===== config.mk =====
export PLATFORM = sky130hd
export DESIGN_NAME = pwm_tcr
export DESIGN_NICKNAME = d
export VERILOG_FILES = /design/src/rtl/pwm_tcr.sv
export SDC_FILE = /design/constraint.sdc
export NUM_CORES = 1
export LEC_CHECK = 0
export CORE_UTILIZATION = 50
export DETAILED_ROUTE_END_ITERATION = 10
export PLACE_DENSITY = 0.77
export SYNTH_ARGS = -nofsm -noshare
export SYNTH_HDL_FRONTEND = slang
export SYNTH_SLANG_ARGS = --single-unit

===== constraint.sdc =====
create_clock -name CLK -period 3.79 [get_ports CLK]
set_input_delay 0.379 -clock CLK [delete_from_list [all_inputs] [get_ports CLK]]
set_output_delay 0.379 -clock CLK [all_outputs]
set_load 0.01 [all_outputs]

===== src/rtl/pwm_tcr.sv =====
// PWM timer/compare block: prescaled 7-bit counter, shadowed duty compare,
// period-end pulse E, and SnsA overcurrent filter with a fault/cooldown FSM.
module pwm_tcr #(
  parameter int PRESCALE     = 4,
  parameter int SNS_FILT     = 3,
  parameter int COOL_PERIODS = 2
) (
  input  logic       CLK,
  input  logic       RST,
  input  logic       Enable,
  input  logic [6:0] Duty,
  input  logic       SnsA,
  output logic       PWM_Out,
  output logic       E,
  output logic       Fault,
  output logic [6:0] Cnt
);

  localparam int PW = (PRESCALE > 1) ? $clog2(PRESCALE) : 1;
  localparam int FW = $clog2(SNS_FILT + 1);
  localparam int CW = $clog2(COOL_PERIODS + 1);

  localparam logic [PW-1:0] PRESC_LAST = PW'(PRESCALE - 1);
  localparam logic [FW-1:0] FILT_MAX   = FW'(SNS_FILT);
  localparam logic [CW-1:0] COOL_LAST  = CW'(COOL_PERIODS - 1);

  typedef enum logic [1:0] {
    IDLE,
    RUN,
    FAULT,
    COOL
  } state_t;

  state_t        state_q, state_d;
  logic [PW-1:0] presc_q, presc_d;
  logic [6:0]    cnt_q, cnt_d;
  logic [6:0]    shadow_q, shadow_d;
  logic          sync1_q, sync1_d;
  logic          snsq_q, snsq_d;
  logic [FW-1:0] filt_q, filt_d;
  logic [CW-1:0] cool_q, cool_d;
  logic          pwm_q, pwm_d;
  logic          e_q, e_d;
  logic          fault_q, fault_d;
  logic          tick;
  logic          wrap;
  logic          fault_det;

  always_comb begin
    tick      = (presc_q == PRESC_LAST);
    presc_d   = tick ? '0 : presc_q + PW'(1);
    wrap      = tick && (cnt_q == 7'd127);
    cnt_d     = tick ? cnt_q + 7'd1 : cnt_q;
    // Duty is sampled only at the period boundary so a period never changes shape mid-way
    shadow_d  = wrap ? Duty : shadow_q;
    e_d       = wrap;
    sync1_d   = SnsA;
    snsq_d    = sync1_q;
    if (!snsq_q) begin
      filt_d = '0;
    end else if (filt_q == FILT_MAX) begin
      filt_d = filt_q;
    end else begin
      filt_d = filt_q + FW'(1);
    end
    fault_det = (filt_d == FILT_MAX);
    pwm_d     = (state_q == RUN) && (cnt_q < shadow_q);
    fault_d   = (state_q == FAULT) || (state_q == COOL);
  end

  // Fault detection wins over Enable; a re-trip during cooldown forfeits earned credit
  always_comb begin
    state_d = state_q;
    cool_d  = cool_q;
    case (state_q)
      IDLE: begin
        if (fault_det) begin
          state_d = FAULT;
        end else if (Enable) begin
          state_d = RUN;
        end
      end
      RUN: begin
        if (fault_det) begin
          state_d = FAULT;
        end else if (!Enable) begin
          state_d = IDLE;
        end
      end
      FAULT: begin
        if (!snsq_q) begin
          state_d = COOL;
          cool_d  = '0;
        end
      end
      COOL: begin
        if (snsq_q) begin
          state_d = FAULT;
          cool_d  = '0;
        end else if (e_q) begin
          cool_d = cool_q + CW'(1);
          if (cool_q == COOL_LAST) begin
            state_d = IDLE;
          end
        end
      end
      default: begin
        state_d = IDLE;
      end
    endcase
  end

  always_ff @(posedge CLK or posedge RST) begin
    if (RST) begin
      state_q  <= IDLE;
      presc_q  <= '0;
      cnt_q    <= '0;
      shadow_q <= '0;
      sync1_q  <= 1'b0;
      snsq_q   <= 1'b0;
      filt_q   <= '0;
      cool_q   <= '0;
      pwm_q    <= 1'b0;
      e_q      <= 1'b0;
      fault_q  <= 1'b0;
    end else begin
      state_q  <= state_d;
      presc_q  <= presc_d;
      cnt_q    <= cnt_d;
      shadow_q <= shadow_d;
      sync1_q  <= sync1_d;
      snsq_q   <= snsq_d;
      filt_q   <= filt_d;
      cool_q   <= cool_d;
      pwm_q    <= pwm_d;
      e_q      <= e_d;
      fault_q  <= fault_d;
    end
  end

  assign PWM_Out = pwm_q;
  assign E       = e_q;
  assign Fault   = fault_q;
  assign Cnt     = cnt_q;

endmodule


==> results.toml <==
[grt]
grt_pass1_wl_mm = 3.55
grt.overflow.total = 0
antenna_found_initial = 0
grt_max_degree = 28
track_usage_pct = 18.3
grt_pass1_vias = 796

[floorplan]
core_area_um2 = 2250
die_x_um = 51.5
top_level_ports = 21
dieHeight_um = 51.5
dieArea_um2 = 2650
fp-row-count = 17
initial_core_util_pct = 54.3

[synthesis]
synth_top_flop_cell = "dfrtp_1"
synth.top_cells.by_area = "dfrtp_1, ha_1, mux2_4, inv_1, nand2_1"
synth_common_cells = "dfrtp_1, inv_1, ha_1, nand2_1, mux2_4"
synth_cell_types = 23
synthXorXnorAreaFrac_pct = 4.29
synth_compound_area_share_pct = 6.84
yosysMostFrequentCell = "dfrtp_1"
async_reset_ff_share_pct = 100
syn-num-nets = 118
muxShareOfSynthArea_pct = 10.3
synth_top_family_by_area = "simple AND/OR/NAND/NOR gates"
ys_ff_latch = 27
synthSimpleGateAreaFrac_pct = 10.8
synth_cells = 98
synth_top_area_cell = "dfrtp_1"
synth_top_area_share_pct = 55.2
ys_warn_count = 0
synthAdderAreaFrac_pct = 9.19
syn_area_um2 = 1220
yosysSeqAreaShare_pct = 55.2
synth_area_per_cell_um2 = 12.5
synth_edf_count = 0

[critical_path]
start_kind = "flop"
critPathKind = "flop to output pin"
cp.arrival_ns = 1.44
cp.buffers_inverters = 1
slowest_stage = "clkdlybuf4s50_1"
worst_path_largest_cell_delay_ns = 0.60
critPathMaxFanout = 5
critPathRequiredTime_ns = 3.41
crit_family = "buffers and inverters"
worstPathCellList = "clkdlybuf4s50_1"
cp-end-kind = "output pin"

[layout]
nFillCells = 187
area_growth_pct = 21.0
layout-drive-gt1-share_pct = 10.7
diodes = 0
nets = 142

[timing]
min_period_over_period_pct = 48.0
skew_ns = 0.00674
setup_violations = 0
maxSlewViolCount = 0
tightest_slew_ns = 0.989
slew_headroom_pct = 34.0
hold_violations = 0
setup_tns_ns = 0
timing.fmax_ghz = 0.549
rsz0062_at_grt = "false"
layout_setup_ws_ns = 1.97
min_period_ns = 1.82

[clocking]
clk_latency_ns = 0.31
postCtsSetupBuffers = 0
clkTransAtPathRegs_ns = 0.14
clock-sinks = 27
numCtsBuffers = 3
cts-root-buf = "clkbuf_4"
clockBufferDepth = 2
cts_tree = "built"
post_cts_resized = 0
postCtsHoldBufs = 0
htreeDepth = 1

[power_and_ir_drop]
power.density_nw_per_um2 = 293
ir_drop_v = 0.000190
p_leak_nw = 0.690
fin_total_pwr_w = 0.000435

[route]
via_per_inst = 5.19
vias = 774
drt-total-wl_mm = 1.98
firstDrtPassIters = 4
drtIter0Drc = 9
postRouteAntennaNets = 0
drcViolationCount = 0
wl_per_cell_um = 13.3

[placed_design]
post-place-ws_ns = 2.16
io_buffers = 20
gp_congestion = 0.736
dp_hpwl_mm = 1.44

[run_status]
status = "finished clean"

[hold_path]
worstHoldPathType = "flop to flop"

[job]
drv_cap = 0
[layout make-up]
class	count	area, um^2	share of cell area (%)
sequential	27	676	45.6
multi-input combinational	60	508	34.3
timing repair buffer	20	200	13.5
inverter	10	37.5	2.53
tap	28	35.0	2.36
clock buffer	4	26.3	1.77
[cells in the final DEF, fill, tap and decap left out]
cell type / Yosys / final
nand4_1: 1 / 1
a22o_1: 2 / 2
a211oi_1: 1 / 1
clkbuf_4: 0 / 3
clkbuf_1: 1 / 1
o21ai_0: 3 / 3
xor2_1: 3 / 3
a32o_1: 1 / 1
o22ai_1: 1 / 1
ha_1: 9 / 9
nand2_1: 9 / 9
dfrtp_1: 27 / 27
inv_1: 10 / 10
a21oi_1: 4 / 4
nor2_1: 6 / 6
xnor2_1: 3 / 3
nor2_8: 1 / 1
nor2b_1: 3 / 3
mux2_2: 1 / 1
mux2i_1: 1 / 1
clkdlybuf4s50_1: 0 / 20
mux2_4: 7 / 7
nand3_1: 2 / 2
nand4_4: 1 / 1
o211ai_1: 1 / 1
[registers in the layout, indices dropped and copies added (netlist names)]
register and count:
filt_q 2, presc_q 2, snsq_q 1, Fault 1
Cnt 7, snsq_d 1, shadow_q 7, PWM_Out 1
cool_q 2, state_q 2, E 1
[power by group]
group	leakage, nW	internal (W)	switching [W]
clock network	0.0150	0.0000411	0.0000792
registers	0.343	0.000292	0.00000228
logic	0.333	0.0000113	0.00000905
[metal layers]
metal,routed length [um],global-route usage (%),part of all wire [%],up-vias
li1,-,-,-,376
met1,962,26.2,48,382
met2,957,28.6,48,16
met3,63,2.92,3.2,0
met4,0,5.41,0,0
met5,0,0,0,-
[stage by stage]
stage	area, um^2	std cells	hold WS [ns]	utilization [%]
3_5_place_dp	1460	145	0.339	64.6
3_3_place_gp	1460	145	0.336	64.6
6_report	1480	149	0.367	65.8
4_1_cts	1480	149	0.370	65.8
5_1_grt	1480	149	0.375	65.8
2_1_floorplan	1220	98	0.331	-
[path summary, 6_finish.rpt]
check / from / endpoint / slack (ns) / cells after the start
setup reg to reg: presc_q[0] / shadow_q[3] / 2.20 / 4
hold / removal: snsq_d / snsq_q / 0.37 / 0
hold reg to reg: snsq_d / snsq_q / 0.37 / 0
max in group asynchronous: RST / presc_q[1] / 2.62 / 2
min in group asynchronous: RST / Fault / 0.58 / 2
setup / recovery: Cnt[3] / Cnt[3] / 1.97 / 1
[kinds of logic (layout without fill, tap and decap cells)]
family / after synthesis / after routing
XOR/XNOR: 6 / 6
buffers and inverters: 11 / 34
multiplexers: 9 / 9
adder cells (fa/ha/maj): 9 / 9
flip-flops: 27 / 27
AND/OR/NAND/NOR: 23 / 23
AO/OA/AOI/OAI: 13 / 13
Power figures use the tool's default switching activity.
